===== src/rtl/fifo_rd_streamer.sv =====
// fifo_rd_streamer
//   Read stage behind a single-clock FIFO. Pops words through the FIFO read port,
//   absorbs the FIFO's one-cycle registered read latency, and presents the words as
//   a valid/ready stream with a packet-boundary flag. A 2-entry skid buffer and an
//   in-flight flag guarantee that backpressure never drops or duplicates a word.
//
// Ports
//   clk        rising-edge clock, shared with the FIFO
//   rst_n      asynchronous active-low reset
//   en         level enable; high starts streaming, low stops reads and drains
//   fifo_empty FIFO empty flag
//   fifo_dout  FIFO registered read data, valid the cycle after fifo_ren
//   fifo_ren   FIFO read strobe (combinational)
//   m_data     stream data (skid buffer head)
//   m_valid    stream word valid
//   m_last     final word of a packet
//   m_ready    downstream accept
//   busy       high whenever the streamer is not idle
//   pkt_cnt    completed packets, wraps modulo 2**CW

module fifo_rd_streamer #(
    parameter int unsigned WIDTH   = 8,
    parameter int unsigned PKT_LEN = 16,
    parameter int unsigned CW      = 8
) (
    input  logic             clk,
    input  logic             rst_n,
    input  logic             en,
    input  logic             fifo_empty,
    input  logic [WIDTH-1:0] fifo_dout,
    output logic             fifo_ren,
    output logic [WIDTH-1:0] m_data,
    output logic             m_valid,
    output logic             m_last,
    input  logic             m_ready,
    output logic             busy,
    output logic [CW-1:0]    pkt_cnt
);

    localparam logic [CW-1:0] LastIdx = CW'(PKT_LEN - 1);

    typedef enum logic [1:0] {
        StIdle,
        StRun,
        StDrain
    } state_t;

    state_t           state_q, state_d;
    logic [1:0]       occ_q, occ_d;
    logic             inflight_q;
    logic [WIDTH-1:0] buf0_q, buf0_d;
    logic [WIDTH-1:0] buf1_q, buf1_d;
    logic [CW-1:0]    wcnt_q, wcnt_d;
    logic [CW-1:0]    pkt_cnt_q, pkt_cnt_d;

    logic             pop;
    logic             drained;
    logic [2:0]       fill;
    logic [2:0]       limit;

    assign m_valid = (occ_q != 2'd0);
    assign m_data  = buf0_q;
    assign m_last  = m_valid & (wcnt_q == LastIdx);
    assign pop     = m_valid & m_ready;
    assign busy    = (state_q != StIdle);
    assign pkt_cnt = pkt_cnt_q;

    // A new read needs a free slot by the time its data lands next cycle; a word
    // leaving this cycle frees one, which is what keeps one word per clock going.
    assign fill     = {1'b0, occ_q} + {2'b00, inflight_q};
    assign limit    = 3'd1 + {2'b00, pop};
    assign fifo_ren = (state_q == StRun) & ~fifo_empty & (fill <= limit);

    // Nothing left to deliver once this cycle's transfer (if any) completes.
    assign drained = ~inflight_q & ((occ_q == 2'd0) | ((occ_q == 2'd1) & pop));

    always_comb begin
        state_d = state_q;
        case (state_q)
            StIdle: begin
                if (en) begin
                    state_d = StRun;
                end
            end
            StRun: begin
                if (!en) begin
                    state_d = StDrain;
                end
            end
            StDrain: begin
                if (drained) begin
                    state_d = en ? StRun : StIdle;
                end
            end
            default: state_d = StIdle;
        endcase
    end

    // Skid buffer: head (buf0) drives the stream, capture goes to the tail.
    always_comb begin
        occ_d  = occ_q;
        buf0_d = buf0_q;
        buf1_d = buf1_q;
        case ({pop, inflight_q})
            2'b01: begin
                if (occ_q == 2'd0) begin
                    buf0_d = fifo_dout;
                end else begin
                    buf1_d = fifo_dout;
                end
                occ_d = occ_q + 2'd1;
            end
            2'b10: begin
                buf0_d = buf1_q;
                occ_d  = occ_q - 2'd1;
            end
            2'b11: begin
                if (occ_q == 2'd2) begin
                    buf0_d = buf1_q;
                    buf1_d = fifo_dout;
                end else begin
                    buf0_d = fifo_dout;
                end
            end
            default: begin
            end
        endcase
    end

    always_comb begin
        wcnt_d    = wcnt_q;
        pkt_cnt_d = pkt_cnt_q;
        if (pop) begin
            if (m_last) begin
                wcnt_d    = '0;
                pkt_cnt_d = pkt_cnt_q + CW'(1);
            end else begin
                wcnt_d = wcnt_q + CW'(1);
            end
        end
    end

    always_ff @(posedge clk or negedge rst_n) begin
        if (!rst_n) begin
            state_q    <= StIdle;
            occ_q      <= 2'd0;
            inflight_q <= 1'b0;
            buf0_q     <= '0;
            buf1_q     <= '0;
            wcnt_q     <= '0;
            pkt_cnt_q  <= '0;
        end else begin
            state_q    <= state_d;
            occ_q      <= occ_d;
            inflight_q <= fifo_ren;
            buf0_q     <= buf0_d;
            buf1_q     <= buf1_d;
            wcnt_q     <= wcnt_d;
            pkt_cnt_q  <= pkt_cnt_d;
        end
    end

endmodule


===== config.mk =====
export PLATFORM = sky130hd
export DESIGN_NAME = fifo_rd_streamer
export DESIGN_NICKNAME = d
export VERILOG_FILES = /design/src/rtl/fifo_rd_streamer.sv
export SDC_FILE = /design/constraint.sdc
export NUM_CORES = 1
export LEC_CHECK = 0
export ABC_AREA = 1
export BUFFER_PORTS_ARGS = -buffer_cell sky130_fd_sc_hd__buf_2
export CAP_MARGIN = 20
export CORE_MARGIN = 10
export CORE_UTILIZATION = 30
export DETAILED_ROUTE_END_ITERATION = 7
export GPL_ROUTABILITY_DRIVEN = 0
export PLACE_DENSITY = 0.56
export SLEW_MARGIN = 20
export SYNTH_ARGS = -nofsm -noshare
export SYNTH_HDL_FRONTEND = slang
export SYNTH_SLANG_ARGS = --single-unit

===== constraint.sdc =====
create_clock -name clk -period 2.4 [get_ports clk]
set_input_delay 0.48 -clock clk [delete_from_list [all_inputs] [get_ports clk]]
set_output_delay 0.48 -clock clk [all_outputs]
set_load 0.02 [all_outputs]

==> results of run 1 <==
[state kept, by name, indices dropped and copies added, names as in the netlist]
| register | flops |
|---|---|
| buf1_q | 8 |
| m_data | 8 |
| pkt_cnt | 8 |
| wcnt_q | 8 |
| occ_q | 2 |
| state_q | 2 |
| inflight_q | 1 |
[path summary, 6_finish.rpt]
check | from | depth (start not counted) | end
max | occ_q[1] | 13 | fifo_ren
min | rst_n | 2 | wcnt_q[1]
max reg2reg | occ_q[0] | 11 | inflight_q
min reg2reg | buf1_q[2] | 2 | buf1_q[2]
max in group asynchronous | rst_n | 2 | inflight_q
min in group clk | en | 3 | state_q[0]
[cells in the final DEF, fill, tap and decap left out, drive strengths merged]
cell / Yosys / final
dfrtp: 37 / 37
xnor2: 2 / 2
inv: 43 / 43
nand2: 90 / 90
bufinv: 0 / 1
buf: 3 / 45
nand3b: 9 / 9
nor2: 18 / 18
ha: 9 / 9
clkinvlp: 0 / 1
o211ai: 1 / 1
o21ai: 26 / 26
or2: 1 / 1
fa: 1 / 1
clkbuf: 0 / 6
nand3: 22 / 22
a21oi: 3 / 3
xor2: 2 / 2
[worst max-delay path, stage by stage, from the launching register on]
cell and delay, ns:
sky130_fd_sc_hd__dfrtp_1 0.41, sky130_fd_sc_hd__inv_2 0.09, sky130_fd_sc_hd__ha_4 0.13, sky130_fd_sc_hd__inv_2 0.03
sky130_fd_sc_hd__nand2_2 0.05, sky130_fd_sc_hd__inv_2 0.04, sky130_fd_sc_hd__fa_1 0.47, sky130_fd_sc_hd__inv_1 0.05
sky130_fd_sc_hd__nand2_1 0.05, sky130_fd_sc_hd__o21ai_1 0.05, sky130_fd_sc_hd__nand2_1 0.06, sky130_fd_sc_hd__nand2_1 0.06
sky130_fd_sc_hd__nor2_2 0.12, sky130_fd_sc_hd__buf_6 0.13
[final cells by class]
class                           instances  area (um^2)  share of cell area
Inverter                               43        161.4             0.06330
Multi-Input combinational cell        184        973.4              0.3817
Tap cell                               80        100.1             0.03925
Clock inverter                          2        37.54             0.01472
Clock buffer                            6        82.58             0.03238
Timing Repair Buffer                   45        267.8              0.1050
Sequential cell                        37        927.1              0.3636
[layer usage]
layer  part of all wire  GRT usage  vias up
li1                   -          -      930
met4              0.012    0.03209        0
met2               0.48     0.1570       34
met1               0.46     0.1104      817
met5                  0          0        -
met3              0.049    0.03016        6
[cells by family (layout without fill, tap and decap cells)]
logic type | Yosys count | after routing | share of synthesized area
adder cells (fa/ha/maj) | 10 | 10 | 0.06460
XOR/XNOR | 4 | 4 | 0.01707
AO/OA/AOI/OAI | 30 | 30 | 0.07861
flip-flops | 37 | 37 | 0.4509
buffers and inverters | 46 | 96 | 0.08958
AND/OR/NAND/NOR | 140 | 140 | 0.2992
[metrics by stage]
stage	worst slack, ns	TNS [ns]	utilization	power (W)
3_5_place_dp	0.07212	0	0.3503	0.002180
3_3_place_gp	0.1186	0	0.3503	0.002159
4_1_cts	-0.1305	-0.1305	0.3791	0.002876
5_1_grt	-0.2437	-0.2437	0.3795	0.003103
2_1_floorplan	0.009648	0	-	0.001822
6_report	-0.1132	-0.1132	0.3795	0.002850
[cell usage after synthesis]
| master | instances |
|---|---|
| sky130_fd_sc_hd__inv_2 | 3 |
| sky130_fd_sc_hd__o21ai_2 | 1 |
| sky130_fd_sc_hd__dfrtp_1 | 37 |
| sky130_fd_sc_hd__xor2_1 | 2 |
| sky130_fd_sc_hd__o21ai_1 | 5 |
| sky130_fd_sc_hd__fa_1 | 1 |
| sky130_fd_sc_hd__nor2_4 | 2 |
| sky130_fd_sc_hd__nand2_1 | 88 |
| sky130_fd_sc_hd__ha_1 | 9 |
| sky130_fd_sc_hd__nand3_1 | 21 |
| sky130_fd_sc_hd__buf_4 | 3 |
| sky130_fd_sc_hd__o211ai_2 | 1 |
| sky130_fd_sc_hd__nor2_1 | 16 |
| sky130_fd_sc_hd__nand2_2 | 2 |
| sky130_fd_sc_hd__nand3b_1 | 9 |
| sky130_fd_sc_hd__o21ai_0 | 20 |
| sky130_fd_sc_hd__nand3_2 | 1 |
| sky130_fd_sc_hd__or2_2 | 1 |
| sky130_fd_sc_hd__xnor2_1 | 2 |
| sky130_fd_sc_hd__a21oi_1 | 3 |
| sky130_fd_sc_hd__inv_1 | 40 |
[what timing repair did]
action / in CTS / in global routing
resized for setup: 13 / 1
pin swaps: 4 / 2
endpoints found under the setup margin: 1 / 1
cloned: 0 / 0
setup buffers: 5 / 0
[power by group through the flow]
| stage | sequential (W) | combinational [W] | clock (W) |
|---|---|---|---|
| finish | 0.00102 | 0.00125 | 0.000579 |
| global route | 0.00105 | 0.00143 | 0.000617 |
| CTS | 0.00102 | 0.00126 | 0.000592 |
| detailed placement | 0.00103 | 0.00115 | 0 |
| global placement | 0.00102 | 0.00114 | 0 |
| floorplan | 0.00106 | 0.000761 | 0 |
==> run summary, run 1 <==
========================================================================================================
Violations in the final reports ........................................................... setup timing
Maximum number of pins on one net before global-route repair ..............................           38
Filler cells ..............................................................................          715
Longest Clk Path Bufs .....................................................................            2
Detailed Route Iter0 Violations ...........................................................           37
# H-tree levels ...........................................................................            2
Share of Yosys cell area claimed by the top area cell type ................................       0.4509
Leakage ...................................................................................     1.353 nW
DRC violation count after routing .........................................................            0
Category of the most critical setup path ..................................................   reg -> out
Die Height ................................................................................     102.7 um
Number of buffers added by the clock tree synthesis step ..................................            5
Endpoint type of the worst setup path ..................................................... primary output
Worst Setup Start Kind ....................................................................         flop
Part of the cycle the worst path needs ....................................................        1.047
Worst setup slack for register-to-register paths ..........................................      0.58 ns
Worst clock skew ..........................................................................  0.008684 ns
Total length of routed wires ..............................................................      4735 um
Chip Width ................................................................................     102.7 um
Count of cell types in the netlist ........................................................           21
Post-DP HPWL ..............................................................................      3404 um
Synth warnings ............................................................................            0
Total die area ............................................................................   10550 um^2
Residual overflow from global routing .....................................................            0
Cell type contributing the most total cell area after synthesis ........................... sky130_fd_sc_hd__dfrtp_1
Core area .................................................................................    6719 um^2
Number of antenna violations at the first check in global routing .........................            0
Fraction of final layout cells with drive strength greater than 1 .........................       0.2303
Peak fanout along the critical path .......................................................            2
Area of the mapped netlist ................................................................    2053 um^2
Number of core rows .......................................................................           30
Syn Nets ..................................................................................          290
Cells after DPL ...........................................................................          384
Post-Synthesis Mean Instance Area .........................................................   7.690 um^2
CP Data Arrival Time ......................................................................      2.03 ns
Count of pins on the block boundary .......................................................           33
Data required time of the worst path ......................................................      1.92 ns
Hold/Removal Path Class ...................................................................  in -> async
First-pass GRT wire length ................................................................      7990 um
Register area share after synthesis .......................................................       0.4509
Hold-fix buffer count after cts ...........................................................            0
Number of search-and-repair iterations in the first detailed-routing pass .................            4
Post-CTS clock slew at the launch and capture registers of the worst setup and hold paths .      0.08 ns
Register bit count reported by yosys ......................................................           37
Setup ws final ............................................................................   -0.1132 ns
Port Buf Inserts ..........................................................................           32
Share of power burned in combinational logic ..............................................        0.439
Number of global-route vias before repair .................................................         1734
Peak supply drop ..........................................................................  0.0005107 V
Post-route cell area ......................................................................    2550 um^2
Switching part of the total power .........................................................       0.4043
Clock power frac ..........................................................................        0.203
Power per cell area ....................................................................... 1118 nW/um^2
Sw power ..................................................................................   0.001152 W
Final net count ...........................................................................          339
Via count of the routed design ............................................................         1787
Post-layout min period ....................................................................     2.513 ns
Max-cap violations ........................................................................            0
Effective utilization at floorplan ........................................................       0.3056
Area post-placement .......................................................................    2354 um^2
Avg Vias per Cell .........................................................................        4.501
Count of final hold-check violations ......................................................            0
Ranking of synthesized cells by area ...................................................... sky130_fd_sc_hd__dfrtp_1 45%, sky130_fd_sc_hd__nand2_1 16%, sky130_fd_sc_hd__inv_1 7.3%
Setup-violating endpoint count in the final report ........................................            1
Power share of the sequential group .......................................................        0.358
Final max-slew violation count ............................................................            0
RSZ-0062 raised after global routing ......................................................         true
Global-route usage over all layers ........................................................      0.09374
Skew-Pair Late Insertion Delay ............................................................      0.30 ns
Synth Instances ...........................................................................          267
Worst hold margin .........................................................................    0.2327 ns
Result of the run ......................................................................... complete, but fails checks
Routed Antenna Nets .......................................................................            0
Clock tree root driver cell ............................................................... sky130_fd_sc_hd__clkbuf_8
Worst slew margin relative to its limit ...................................................       0.5856
Highest clock rate ........................................................................    397.9 MHz
Internal power component ..................................................................   0.001698 W
Clock tree sinks ..........................................................................           37
Slew at the pin closest to its max-slew limit .............................................    0.6216 ns
Clock tree from TritonCTS .................................................................         done
Area delta synth->final ...................................................................       24.19%
Routed length per placed instance .........................................................     11.93 um
Number of standard cells in the final layout excluding fillers ............................          397
Antenna cells .............................................................................            0
========================================================================================================
(Power assumes the default switching activity.)
==> run 2, diff against run 1 <==
Settings changed: PLACE_DENSITY 0.56 to 0.54.
==> run 2 against run 1 <==
Compared with the run above: sequential share of layout area decreased by 0.78 points; the flow still finishes with violations (setup timing); fmax decreased by 1.2%; power decreased by 0.32%.
==> run summary, run 2 (same netlist as run 1, synthesis figures left out) <==
========================================================================================================
Result of the run ......................................................................... complete, but fails checks   unchanged
Violations in the final reports ........................................................... setup timing   unchanged
Detailed Route Iter0 Violations ...........................................................           52   was 37
Global-route usage over all layers ........................................................      0.09996   was 0.09374
Filler cells ..............................................................................          705   was 715
Highest clock rate ........................................................................    393.1 MHz   was 397.9 MHz
Port Buf Inserts ..........................................................................           32   unchanged
Post-layout min period ....................................................................     2.544 ns   was 2.513 ns
Commonest non-fill, non-tap cell in the layout ............................................ sky130_fd_sc_hd__nand2_1   unchanged
Count of pins on the block boundary .......................................................           33   unchanged
Die Height ................................................................................     102.7 um   unchanged
Part of the cycle the worst path needs ....................................................        1.060   was 1.047
Core area .................................................................................    6719 um^2   unchanged
Number of core rows .......................................................................           30   unchanged
# H-tree levels ...........................................................................            2   unchanged
Endpoint type of the worst setup path ..................................................... primary output   unchanged
Final max-slew violation count ............................................................            0   unchanged
Worst clock skew ..........................................................................  0.004307 ns   was 0.008684 ns
Total length of routed wires ..............................................................      4923 um   was 4735 um
Total die area ............................................................................   10550 um^2   unchanged
Worst slew margin relative to its limit ...................................................       0.4191   was 0.5856
Leading cell types in the layout, fill and taps excluded .................................. 88 x sky130_fd_sc_hd__nand2_1, 37 x sky130_fd_sc_hd__dfrtp_1, 35 x sky130_fd_sc_hd__inv_1, 31 x sky130_fd_sc_hd__buf_2, 21 x sky130_fd_sc_hd__buf_4   was 88 x sky130_fd_sc_hd__nand2_1, 36 x sky130_fd_sc_hd__inv_1, 36 x sky130_fd_sc_hd__dfrtp_1, 31 x sky130_fd_sc_hd__buf_2, 21 x sky130_fd_sc_hd__nand3_1
Setup-violating endpoint count in the final report ........................................            1   unchanged
Met2 Use GR ...............................................................................       0.1717   was 0.1570
Max-cap violations ........................................................................            0   unchanged
Effective utilization at floorplan ........................................................       0.3056   unchanged
Number of buffers added by the clock tree synthesis step ..................................            5   unchanged
Power per cell area ....................................................................... 1092 nW/um^2   was 1118 nW/um^2
Post-CTS clock slew at the launch and capture registers of the worst setup and hold paths .      0.08 ns   about the same
Category of the most critical setup path ..................................................   reg -> out   unchanged
Antenna cells .............................................................................            0   unchanged
Clock tree from TritonCTS .................................................................         done   unchanged
Routing layer with the top usage in global route ..........................................         met2   unchanged
Via count of the routed design ............................................................         1799   was 1787
Clock tree sinks ..........................................................................           37   unchanged
Peak fanout along the critical path .......................................................            2   unchanged
Skew-Pair Late Insertion Delay ............................................................      0.29 ns   was 0.30 ns
Number of search-and-repair iterations in the first detailed-routing pass .................            4   unchanged
DRC violation count after routing .........................................................            0   unchanged
Post-route cell area ......................................................................    2603 um^2   was 2550 um^2
Count of final hold-check violations ......................................................            0   unchanged
Routed length per placed instance .........................................................     12.13 um   was 11.93 um
CP Data Arrival Time ......................................................................      2.06 ns   was 2.03 ns
Setup ws final ............................................................................   -0.1440 ns   was -0.1132 ns
Hold-fix buffer count after cts ...........................................................            0   unchanged
Peak supply drop ..........................................................................  0.0003890 V   was 0.0005107 V
Number of antenna violations at the first check in global routing .........................            0   unchanged
Storage cell area .........................................................................   925.9 um^2   was 927.1 um^2
Maximum number of pins on one net before global-route repair ..............................           38   unchanged
Slew at the pin closest to its max-slew limit .............................................    0.8713 ns   was 0.6216 ns
Longest Clk Path Bufs .....................................................................            2   unchanged
Routed Antenna Nets .......................................................................            0   unchanged
Fraction of final layout cells with drive strength greater than 1 .........................       0.2577   was 0.2303
Final net count ...........................................................................          348   was 339
Data required time of the worst path ......................................................      1.92 ns   about the same
End-of-flow core utilization ..............................................................       0.3873   was 0.3795
First-pass GRT wire length ................................................................      8473 um   was 7990 um
Avg Vias per Cell .........................................................................        4.431   was 4.501
Clock tree root driver cell ............................................................... sky130_fd_sc_hd__clkbuf_8   unchanged
Hold/Removal Path Class ...................................................................  in -> async   unchanged
Post-DP HPWL ..............................................................................      3441 um   was 3404 um
Chip Width ................................................................................     102.7 um   unchanged
Number of global-route vias before repair .................................................         1845   was 1734
Residual overflow from global routing .....................................................            0   unchanged
Worst hold margin .........................................................................    0.2984 ns   was 0.2327 ns
Area post-placement .......................................................................    2354 um^2   unchanged
Worst Setup Start Kind ....................................................................         flop   unchanged
Met3 Use GR ...............................................................................      0.02815   was 0.03016
RSZ-0062 raised after global routing ......................................................         true   unchanged
Area delta synth->final ...................................................................       26.75%   was 24.19%
GR Layer Usage met1 .......................................................................       0.1175   was 0.1104
Area taken by multi-input logic gates .....................................................   983.4 um^2   was 973.4 um^2
Leakage ...................................................................................     1.394 nW   was 1.353 nW
========================================================================================================
run 2: changes by cell type in the layout (fill, tap and decap cells not counted), sizes merged:
cell / delta
clkinvlp: -1
bufinv: -1
buf: +9
clkinv: +2
run 2: area by class of cell:
type	count	share of cell area
timing repair buffer	54	0.1288
multi-input combinational	184	0.3779
clock buffer	6	0.03173
sequential	37	0.3558
inverter	43	0.06202
tap	80	0.03846
clock inverter	2	0.005288
run 2: stage by stage:
stage	total power [W]	std cells	TNS (ns)	setup slack (ns)
final	0.002841	406	-0.1440	-0.1440
after global routing	0.003116	406	-0.2685	-0.2685
after CTS	0.002867	407	-0.1385	-0.1385
after detailed placement	0.002189	384	0	0.08627
after global placement	0.002173	384	0	0.1152
after floorplan	0.001822	267	0	0.009648
run 2: repair_timing:
action                                  CTS  global route
gates resized for setup                  15             2
setup buffers                            15             1
pin swaps                                 5             2
endpoints found under the setup margin    1            16
endpoints found under the hold margin     0             0
run 2: final timing paths:
kind                       startpoint          to  slack [ns]  cells past startpoint
min                             rst_n   wcnt_q[1]        0.30                      1
max in group asynchronous       rst_n   m_data[1]        1.55                      1
min reg2reg                 buf1_q[6]   buf1_q[6]        0.48                      2
min in group clk                   en  state_q[0]        0.41                      3
max reg2reg                  occ_q[0]   m_data[2]        0.17                     15
max                          occ_q[0]    fifo_ren       -0.14                     13
run 2: layer usage:
| metal | share of wire | up-vias | wire (um) |
|---|---|---|---|
| met1 | 0.44 | 814 | 2179 |
| met2 | 0.51 | 30 | 2489 |
| met3 | 0.037 | 9 | 184 |
| met4 | 0.014 | 0 | 70 |
| li1 | - | 946 | - |
| met5 | 0 | - | 0 |
run 2: worst max-delay path: stages (launching register included):
cell and delay, ns:
sky130_fd_sc_hd__dfrtp_1 0.40, sky130_fd_sc_hd__inv_2 0.10, sky130_fd_sc_hd__ha_4 0.13, sky130_fd_sc_hd__inv_2 0.03, sky130_fd_sc_hd__nand2_2 0.06, sky130_fd_sc_hd__inv_2 0.04
sky130_fd_sc_hd__fa_1 0.48, sky130_fd_sc_hd__inv_2 0.04, sky130_fd_sc_hd__nand2_1 0.06, sky130_fd_sc_hd__o21ai_1 0.05, sky130_fd_sc_hd__nand2_1 0.07, sky130_fd_sc_hd__nand2_1 0.06
sky130_fd_sc_hd__nor2_2 0.11, sky130_fd_sc_hd__buf_6 0.13
run 2: power by group:
part	total, W	internal (W)	switching (W)
Clock	0.000468	0.000233	0.000235
Combinational	0.00137	0.000575	0.000792
Sequential	0.00101	0.000847	0.000160
